--- src/rtl/trig_pipe_monitor.sv ---
// trig_pipe_monitor
//
// Configurable rare-event trigger model. The monitored vector is delayed through a
// DEPTH-stage register pipeline, compared against a masked pattern, and a run-length
// counter tracks consecutive matching cycles. When the run reaches THRESH the block
// latches a sticky trigger and emits a one-cycle pulse.
//
// Parameters
//   WIDTH   monitored channels (1..32)
//   DEPTH   delay stages ahead of the compare (1..8)
//   CNT_W   run-length counter width (2..8)
//   THRESH  consecutive matches needed to trigger (1..2^CNT_W-1)
//
// Ports
//   clk         clock, rising edge
//   rst         asynchronous active-low reset
//   din         monitored channel values, sampled every edge
//   pattern     required value per channel (quasi-static)
//   mask        1 = channel takes part in the compare, 0 = don't care
//   arm         level enable for run counting
//   clr         synchronous clear of counter, trigger and FSM
//   match_q     registered compare result of the delayed vector
//   hit_cnt     current consecutive-match count
//   trig        sticky trigger
//   trig_pulse  one-cycle pulse on trigger entry
//   busy        FSM is in ARMED or COUNT

module trig_pipe_monitor #(
   parameter int unsigned WIDTH  = 8,
   parameter int unsigned DEPTH  = 2,
   parameter int unsigned CNT_W  = 4,
   parameter int unsigned THRESH = 3
) (
   input  logic             clk,
   input  logic             rst,
   input  logic [WIDTH-1:0] din,
   input  logic [WIDTH-1:0] pattern,
   input  logic [WIDTH-1:0] mask,
   input  logic             arm,
   input  logic             clr,
   output logic             match_q,
   output logic [CNT_W-1:0] hit_cnt,
   output logic             trig,
   output logic             trig_pulse,
   output logic             busy
);

   // Reject parameter sets the counter cannot represent.
   if (WIDTH < 1 || WIDTH > 32) begin : g_bad_width
      $error("trig_pipe_monitor: WIDTH must be 1..32");
   end
   if (DEPTH < 1 || DEPTH > 8) begin : g_bad_depth
      $error("trig_pipe_monitor: DEPTH must be 1..8");
   end
   if (CNT_W < 2 || CNT_W > 8) begin : g_bad_cnt_w
      $error("trig_pipe_monitor: CNT_W must be 2..8");
   end
   if (THRESH < 1 || THRESH > (1 << CNT_W) - 1) begin : g_bad_thresh
      $error("trig_pipe_monitor: THRESH must be 1..2^CNT_W-1");
   end

   localparam logic [CNT_W-1:0] ThreshVal = CNT_W'(THRESH);

   typedef enum logic [1:0] {
      StIdle  = 2'b00,
      StArmed = 2'b01,
      StCount = 2'b10,
      StTrig  = 2'b11
   } state_e;

   state_e           state_q;
   logic [WIDTH-1:0] stage_q [DEPTH];
   logic             cmp;
   logic [CNT_W-1:0] cnt_inc;

   // ---------------------------------------------------------------------------------
   // Delay pipeline: free-running, independent of arm, clr and FSM state.
   // ---------------------------------------------------------------------------------
   always_ff @(posedge clk or negedge rst) begin
      if (!rst) begin
         for (int i = 0; i < DEPTH; i++) begin
            stage_q[i] <= '0;
         end
      end else begin
         stage_q[0] <= din;
         for (int i = 1; i < DEPTH; i++) begin
            stage_q[i] <= stage_q[i-1];
         end
      end
   end

   // Masked-off channels always compare true, so an all-zero mask matches anything.
   assign cmp = &((stage_q[DEPTH-1] ~^ pattern) | ~mask);

   always_ff @(posedge clk or negedge rst) begin
      if (!rst) begin
         match_q <= 1'b0;
      end else begin
         match_q <= cmp;
      end
   end

   // Counter stays below THRESH outside TRIG, so the increment cannot wrap.
   assign cnt_inc = hit_cnt + CNT_W'(1);

   // ---------------------------------------------------------------------------------
   // Run-length FSM. clr has priority over every other transition; TRIG is left only
   // through clr or reset.
   // ---------------------------------------------------------------------------------
   always_ff @(posedge clk or negedge rst) begin
      if (!rst) begin
         state_q    <= StIdle;
         hit_cnt    <= '0;
         trig       <= 1'b0;
         trig_pulse <= 1'b0;
      end else begin
         trig_pulse <= 1'b0;
         if (clr) begin
            state_q <= StIdle;
            hit_cnt <= '0;
            trig    <= 1'b0;
         end else begin
            case (state_q)
               StIdle: begin
                  if (arm) begin
                     state_q <= StArmed;
                  end
               end
               StArmed, StCount: begin
                  if (!arm) begin
                     state_q <= StIdle;
                     hit_cnt <= '0;
                  end else if (!match_q) begin
                     // A single gap restarts the run; runs never accumulate.
                     state_q <= StArmed;
                     hit_cnt <= '0;
                  end else if (cnt_inc == ThreshVal) begin
                     state_q    <= StTrig;
                     hit_cnt    <= ThreshVal;
                     trig       <= 1'b1;
                     trig_pulse <= 1'b1;
                  end else begin
                     state_q <= StCount;
                     hit_cnt <= cnt_inc;
                  end
               end
               StTrig: begin
                  trig <= 1'b1;
               end
               default: begin
                  state_q <= StIdle;
                  hit_cnt <= '0;
                  trig    <= 1'b0;
               end
            endcase
         end
      end
   end

   assign busy = (state_q == StArmed) || (state_q == StCount);

endmodule
--- config.mk ---
export PLATFORM = sky130hd
export DESIGN_NAME = trig_pipe_monitor
export DESIGN_NICKNAME = d
export VERILOG_FILES = /design/src/rtl/trig_pipe_monitor.sv
export SDC_FILE = /design/constraint.sdc
export NUM_CORES = 1
export LEC_CHECK = 0
export CORE_ASPECT_RATIO = 1.1
export CORE_UTILIZATION = 35
export DETAILED_ROUTE_END_ITERATION = 16
export PLACE_DENSITY = 0.65
export REMOVE_ABC_BUFFERS = 1
export SYNTH_ARGS = -nofsm -noshare
export SYNTH_HDL_FRONTEND = slang
export SYNTH_SLANG_ARGS = --single-unit
--- constraint.sdc ---
create_clock -name clk -period 3.15 [get_ports clk]
set_clock_uncertainty 0.1 [all_clocks]
set_input_delay 0.4725 -clock clk [delete_from_list [all_inputs] [get_ports clk]]
set_output_delay 0.4725 -clock clk [all_outputs]
set_load 0.005 [all_outputs]
==> out/results.ini, run 1 <==
[floorplanning]
die_area_sq_um = 3052
fp.dieH_um = 57.84
die_x_um = 52.77
initial_core_util_pct = 38.29
core_sq_um = 2591
pin_count = 36
rows = 19

[route]
wl_per_cell_um = 11.89
drc = 0
wl_mm = 1.783
drt_iter0_drc = 7
first_pass_iters = 2
drtAntennaViolNets = 0
viasPerCell = 4.713
vias = 707

[placed_design]
post_dp_cell_area_sq_um = 1389
place_inst = 146
io_buffers = 35
dp_hpwl_mm = 1.459
place.gp.congestion = 0.6957
place_ws_ps = 1258

[synth]
synth_xor_area_share_pct = 8.827
yosys.area_share.adder_pct = 5.044
synth_compound_area_share_pct = 11.48
synthMuxAreaShare_pct = 1.009
yosysSeqAreaShare_pct = 63.05
syn_area_per_cell_sq_um = 12.56
ys_warn_count = 0
synth_top_family_by_area = compound AO/OA/AOI/OAI gates
yosysUniqueCellTypes = 21
syn_area_sq_um = 992.2
yosys.area_share.simple_pct = 9.079
ys_seq_elements = 25
synthCells = 79

[clocking]
htree_num_levels = 1
postCtsHoldBufs = 0
tritoncts = built
cts_sinks = 25
cts_setup_buffers = 0
cts_inserted_buffers = 3
clock_path_buffers = 2
cts_root_buf = clkbuf_4
cts.clk_slew.worst_paths_ps = 120
postCtsResizedCells = 0
clock_latency_ps = 300

[worst_setup_path]
slowest_delay_ps = 530
startpoint_type = flip-flop
cp_max_fo = 7
rr_endpoint = state_q[0]
crit_required_ps = 2580
crit_path_end = busy
arrival_ps = 1660
path_class = reg -> out
r2r.worst_path.cells = 4
crit_chain = inv_1 -> ha_1 -> clkdlybuf4s50_1
startpoint = state_q[0]
worstSetupEndpointType = output pin
rr_startpoint = hit_cnt[0]
crit_slowest_cell = clkdlybuf4s50_1
ff2ff_setup_slack_ps = 1460

[global_routing]
grt_pass1_vias = 737
grt.overflow.total = 0
grt_pass1_wl_mm = 3.139
grtUsageTotal_pct = 14.29
antenna_found_initial = 0
grt_max_degree = 26

[layout]
final_nets = 152
fin_cells = 150
drive_gt1_share_pct = 5.042
diodes = 0
syn_to_final_growth_pct = 42.75
finalInstanceArea_sq_um = 1416
multiInputGateArea_sq_um = 351.6
n_fill_cell = 224
seqCellArea_sq_um = 625.6
finish.utilization_pct = 54.66

[flow_run]
drv_cap = 0

[power_and_ir_drop]
p_leak_nw = 0.6185
p_per_area_nw_per_um2 = 387.8
ir_worst_vdd_uv = 289.3
power_mw = 0.5493

[timing]
drv_slew = 0
setup_viol = 0
rsz0062_at_grt = false
setup_ws_ps = 917.7
slew_headroom_pct = 75.96
tightest_slew_ps = 360.6
hold_violations = 0
period_share_pct = 70.87
fin_setup_tns_ps = 0
period_minus_slack_ps = 2232
hold_ws_ps = 263.2
fmax_mhz = 448.0

[worst_hold_path]
min_from = stage_q[12]
hold_path_class = reg -> reg

[outcome]
status = completed

==> sequential cells by signal, indices dropped and copies added (netlist names) <==
name	flops
trig_pulse	1
trig	1
match_q	1
stage_q	16
hit_cnt	4
state_q	2
==> cell usage after synthesis <==
cell	instances	share of area (%)
o22ai_1	1	0.63
nand2_1	5	1.9
inv_1	4	1.5
o21ai_0	5	2.5
and4_1	1	0.88
ha_1	4	5.0
a21boi_0	1	0.76
nand4b_1	1	0.88
and2_1	1	0.63
dfrtp_1	25	63
nor2b_1	1	0.63
xor2_1	10	8.8
nor2_1	5	1.9
nor3_1	1	0.50
a22oi_1	5	3.8
a2111oi_2	1	1.5
a21oi_1	3	1.5
nand3_1	1	0.50
and3_1	2	1.3
mux2i_1	1	1.0
a211oi_1	1	0.76
==> routing by layer <==
metal / vias to the layer above / GRT usage (%) / routed length (um) / share of wire [%]
li1: 353 / - / - / -
met4: 0 / 5.639 / 19 / 1.1
met2: 14 / 24.95 / 985 / 55
met3: 2 / 2.625 / 54 / 3.0
met5: - / 0 / 0 / 0
met1: 338 / 17.07 / 724 / 41
==> worst max-delay path, delay by kind of cell, from the launching register on <==
kind	cells	cell delay (ps)
fa+ha+maj	1	370
flops	1	410
buf+inv	2	590
==> worst min-delay path by stage <==
stage,end,cells past startpoint
3_3_place_gp,stage_q[1],0
5_1_grt,stage_q[4],0
4_1_cts,stage_q[6],0
2_1_floorplan,hit_cnt[0],0
6_report,stage_q[4],0
3_5_place_dp,stage_q[4],0
==> layout make-up <==
type | count | share of cell area (%)
clock inverters | 1 | 0.3534
well taps | 31 | 2.739
inverters | 4 | 1.060
repair buffers | 36 | 25.26
clock buffers | 3 | 1.590
multi-input cells | 50 | 24.82
flip-flops and latches | 25 | 44.17
==> cell families (layout without fill, tap and decap cells) <==
logic type | after synthesis | in the layout
flip-flops | 25 | 25
AND/OR/NAND/NOR | 18 | 18
AO/OA/AOI/OAI | 17 | 17
XOR/XNOR | 10 | 10
adder cells (fa/ha/maj) | 4 | 4
buffers and inverters | 4 | 44
multiplexers | 1 | 1
==> power by group <==
part / internal [mW] / leakage [nW] / switching (mW)
Clock: 0.0473 / 0.0177 / 0.0858
Sequential: 0.334 / 0.311 / 0.00612
Combinational: 0.0487 / 0.290 / 0.0275
Total: 0.430 / 0.619 / 0.119
==> cell usage in the layout (no fill, tap or decap), drive strengths merged <==
cell / instances
a2111oi: 1
a211oi: 1
a21boi: 1
a21oi: 3
a22oi: 5
and2: 1
and3: 2
and4: 1
buf: 1
clkbuf: 3
clkdlybuf4s50: 35
clkinv: 1
dfrtp: 25
ha: 4
inv: 4
mux2i: 1
nand2: 5
nand3: 1
nand4b: 1
nor2: 5
nor2b: 1
nor3: 1
o21ai: 5
o22ai: 1
xor2: 10
No activity file was read; power rests on OpenSTA's default activity.
==> run 2: changes to the inputs <==
--- a/config.mk
+++ b/config.mk
@@ -8,7 +8,7 @@
 export CORE_ASPECT_RATIO = 1.1
 export CORE_UTILIZATION = 35
 export DETAILED_ROUTE_END_ITERATION = 16
-export PLACE_DENSITY = 0.65
+export PLACE_DENSITY = 0.68
 export REMOVE_ABC_BUFFERS = 1
 export SYNTH_ARGS = -nofsm -noshare
 export SYNTH_HDL_FRONTEND = slang
==> constraint.sdc (replaced) <==
create_clock -name clk -period 1.9 [get_ports clk]
set_clock_uncertainty 0.1 [all_clocks]
set_input_delay 0.285 -clock clk [delete_from_list [all_inputs] [get_ports clk]]
set_output_delay 0.285 -clock clk [all_outputs]
set_load 0.005 [all_outputs]
==> out/results.ini, run 2 (same netlist as run 1, synthesis figures left out) <==
[worst_setup_path]
crit_slowest_cell = dfrtp_1
path_class = reg -> out
slowest_delay_ps = 400
crit_family = flip-flops
arrival_ps = 1300
cp_max_fo = 7
critPathBufInv = 2
crit_chain = inv_1 -> ha_4 -> dlygate4sd2_1
startpoint_type = flip-flop
crit_required_ps = 1510
worstSetupEndpointType = output pin

[timing]
fin_setup_tns_ps = 0
setup_viol = 0
hold_violations = 0
fmax_mhz = 592.7
rsz0062_at_grt = false
period_minus_slack_ps = 1687
drv_slew = 0
slew_headroom_pct = 77.51
period_share_pct = 88.81
tightest_slew_ps = 335.4

[clocking]
htree_num_levels = 1
cts.clk_slew.worst_paths_ps = 130
clock_latency_ps = 310
postCtsHoldBufs = 0
clock_path_buffers = 2
cts_root_buf = clkbuf_4
cts_sinks = 25
cts_inserted_buffers = 3
tritoncts = built

[floorplanning]
die_x_um = 52.77
die_area_sq_um = 3052
initial_core_util_pct = 38.29
core_sq_um = 2591
fp.dieH_um = 57.84
pin_count = 36
rows = 19

[global_routing]
antenna_found_initial = 0
grt.overflow.total = 0
grt_pass1_vias = 712
grt_max_degree = 26
grt_pass1_wl_mm = 2.973
grtUsageTotal_pct = 13.33

[layout]
final_nets = 154
finish.utilization_pct = 55.67
diodes = 0
top_regs = stage_q (16), hit_cnt (4), state_q (2)
regMostFlops = stage_q
final_common_cell = clkdlybuf4s50_1
n_fill_cell = 231
drive_gt1_share_pct = 7.438
syn_to_final_growth_pct = 45.40
largest_register_ffs = 16
final_cell_mix = clkdlybuf4s50_1 (34), dfrtp_1 (25), xor2_1 (10)

[placed_design]
io_buffers = 35
place.gp.congestion = 0.6586
dp_hpwl_mm = 1.373

[route]
wl_per_cell_um = 11.95
vias = 740
viasPerCell = 4.868
drc = 0
drt_iter0_drc = 13
wl_mm = 1.816
first_pass_iters = 4
drtAntennaViolNets = 0

[power_and_ir_drop]
p_per_area_nw_per_um2 = 643.9
p_leak_nw = 0.6334
ir_worst_vdd_uv = 506.4

[worst_hold_path]
hold_path_class = in -> async

[flow_run]
drv_cap = 0

[outcome]
status = completed

run 2: repair_timing:
item                                    CTS  global route
endpoints found under the setup margin    1             0
gates resized for setup                   2             0
setup buffers                             2             0
run 2: final timing paths:
check | from | endpoint | slack, ps | cells after the start
max | state_q[1] | busy | 210 | 3
min | rst | stage_q[12] | 210 | 2
max reg2reg | hit_cnt[0] | state_q[0] | 230 | 4
min reg2reg | stage_q[13] | stage_q[5] | 260 | 0
max in group asynchronous | rst | hit_cnt[2] | 1250 | 2
min in group clk | stage_q[13] | stage_q[5] | 260 | 0
run 2: final cells by class:
type / instances / area [sq um] / share of cell area (%)
Tap cell: 31 / 38.79 / 2.689
Multi-Input combinational cell: 50 / 364.1 / 25.24
Timing Repair Buffer: 38 / 371.6 / 25.76
Clock inverter: 1 / 5.005 / 0.3469
Inverter: 4 / 15.01 / 1.041
Sequential cell: 25 / 625.6 / 43.37
Clock buffer: 3 / 22.52 / 1.561
run 2: per-layer routing:
metal  track usage (%)  share of wire (%)
met3             2.362                6.9
met1             16.12                 42
met4             4.511               0.33
met5                 0                  0
met2             23.51                 51
run 2: power breakdown:
group | total (mW) | internal (mW) | switching [mW]
logic | 0.137 | 0.0864 | 0.0509
registers | 0.563 | 0.554 | 0.00904
clock network | 0.229 | 0.0785 | 0.151
total | 0.929 | 0.718 | 0.210
run 2: worst reg2reg max path, delay by kind of cell, from the launching register on:
kind	cells	cell delay, ps
compound gates	2	560
flops	1	450
fa+ha+maj	1	260
simple gates	1	210
run 2: through the flow:
step           total power, mW  instances  setup slack [ps]  hold slack [ps]  cell area [sq um]
4_1_cts                 0.9400        152             195.2            215.4               1443
2_1_floorplan           0.6128         79             361.9           -110.6              992.2
3_3_place_gp            0.6988        146             232.4            232.1               1389
5_1_grt                 0.9783        152             137.7            235.8               1443
3_5_place_dp            0.7037        146             179.9            236.4               1389
6_report                0.9289        152             212.7            212.1               1443
==> run 3: changes to the inputs <==
--- a/config.mk
+++ b/config.mk
@@ -5,10 +5,12 @@
 export SDC_FILE = /design/constraint.sdc
 export NUM_CORES = 1
 export LEC_CHECK = 0
+export CELL_PAD_IN_SITES_DETAIL_PLACEMENT = 1
+export CELL_PAD_IN_SITES_GLOBAL_PLACEMENT = 1
 export CORE_ASPECT_RATIO = 1.1
-export CORE_UTILIZATION = 35
+export CORE_UTILIZATION = 30
 export DETAILED_ROUTE_END_ITERATION = 16
-export PLACE_DENSITY = 0.68
+export PLACE_DENSITY = 0.74
 export REMOVE_ABC_BUFFERS = 1
 export SYNTH_ARGS = -nofsm -noshare
 export SYNTH_HDL_FRONTEND = slang
==> out/results.ini, run 3 (same netlist as run 1, synthesis figures left out) <==
[floorplanning]
initial_core_util_pct = 32.00
fp.dieH_um = 62.32
die_x_um = 56.84
rows = 21
die_area_sq_um = 3542
pin_count = 36
core_sq_um = 3100

[clocking]
cts.clk_slew.worst_paths_ps = 140
postCtsHoldBufs = 0
cts_sinks = 25
cts_inserted_buffers = 3
clock_path_buffers = 2
htree_num_levels = 1
tritoncts = built
cts_root_buf = clkbuf_4
clock_latency_ps = 320

[power_and_ir_drop]
p_per_area_nw_per_um2 = 648.5
power_mw = 0.9478
ir_worst_vdd_uv = 348.2
p_leak_nw = 0.6498

[outcome]
violations = design-rule violations
status = finished, violations left

[layout]
syn_to_final_growth_pct = 47.29
fin_cells = 156
drive_gt1_share_pct = 9.836
largest_register_ffs = 16
final_common_cell = clkdlybuf4s50_1
diodes = 0
final_nets = 155
final_cell_mix = clkdlybuf4s50_1 (34), dfrtp_1 (25), xor2_1 (10)
n_fill_cell = 340
regMostFlops = stage_q
top_regs = stage_q (16), hit_cnt (4), state_q (2)

[timing]
period_minus_slack_ps = 1714
setup_viol = 0
hold_violations = 0
drv_slew = 0
slew_headroom_pct = 77.25
period_share_pct = 90.21
fmax_mhz = 583.5
rsz0062_at_grt = false
tightest_slew_ps = 341.3
fin_setup_tns_ps = 0

[worst_setup_path]
path_class = reg -> reg
crit_slowest_cell = dfrtp_1
crit_chain = ha_1 -> nor3_1 -> a22oi_1 -> a2111oi_2
cp_max_fo = 6
slowest_delay_ps = 460
arrival_ps = 1830
worstSetupEndpointType = flip-flop
ff2ff_setup_slack_ps = 190
crit_required_ps = 2010
startpoint_type = flip-flop

[route]
drt_iter0_drc = 29
wl_mm = 2.121
drtAntennaViolNets = 0
wl_per_cell_um = 13.60
drc = 3
first_pass_iters = 10
vias = 746
viasPerCell = 4.782

[global_routing]
grtUsageTotal_pct = 13.74
grt.overflow.total = 0
grt_pass1_wl_mm = 3.739
grt_pass1_vias = 819
grt_max_degree = 26
antenna_found_initial = 0

[placed_design]
dp_hpwl_mm = 1.714
place.gp.congestion = 0.7452
io_buffers = 35
place_inst = 149

[flow_run]
drv_cap = 0

[worst_hold_path]
hold_path_class = in -> async

run 3: cell count changes in the layout (fill, tap and decap cells not counted):
| cell | before | now |
|---|---|---|
| buf_4 | 3 | 4 |
| clkinv_2 | 1 | 0 |
| dlygate4sd2_1 | 1 | 0 |
| dlymetal6s2s_1 | 0 | 1 |
| inv_1 | 4 | 2 |
| inv_2 | 0 | 2 |
| inv_6 | 0 | 1 |
run 3: worst max-delay path, delay by kind of cell, from the launching register on:
kind | cells | cell delay, ps
DFF | 1 | 460
AOI/OAI and AO/OA | 2 | 560
adders and majority gates | 1 | 270
and+or+nand+nor | 1 | 230
run 3: layout make-up:
cell class                      instances  area, sq um  share of cell area [%]
Clock inverter                          1        8.758                  0.5993
Multi-Input combinational cell         50        364.1                   24.91
Inverter                                4        15.01                   1.027
Clock buffer                            3        22.52                   1.541
Sequential cell                        25        625.6                   42.81
Tap cell                               34        42.54                   2.911
Timing Repair Buffer                   39        382.9                   26.20
run 3: layer usage:
metal | GRT usage [%] | share of wire (%) | vias to the layer above
li1 | - | - | 358
met1 | 15.23 | 36 | 371
met2 | 24.85 | 59 | 13
met3 | 2.083 | 2.5 | 4
met4 | 7.317 | 2.2 | 0
met5 | 0 | 0 | -
run 3: metrics by stage:
stage	utilization (%)	cell area (sq um)	setup slack, ps	hold slack [ps]
floorplan	-	992.2	361.9	-110.6
global placement	44.92	1393	223.8	233.0
detailed placement	44.92	1393	173.6	236.3
CTS	47.05	1459	0.3239	218.8
global route	47.13	1461	68.32	234.7
finish	47.13	1461	186.1	218.5
run 3: timing repair:
action / in CTS / in global routing
buffers inserted: 3 / 0
gates resized for setup: 3 / 1
pin swaps: 1 / 0
endpoints found under the setup margin: 1 / 1
run 3: worst paths after layout:
kind / from / end / cells after the start
max: hit_cnt[0] / state_q[0] / 4
max reg2reg: hit_cnt[0] / state_q[0] / 4
min in group clk: stage_q[14] / stage_q[6] / 0
min reg2reg: stage_q[14] / stage_q[6] / 0
min: rst / stage_q[11] / 2
max in group asynchronous: rst / hit_cnt[3] / 2
run 3: report_power, final:
part           switching, mW  leakage [nW]  internal (mW)
combinational         0.0520         0.321         0.0886
clock                  0.159        0.0183         0.0854
sequential           0.00959         0.311          0.554
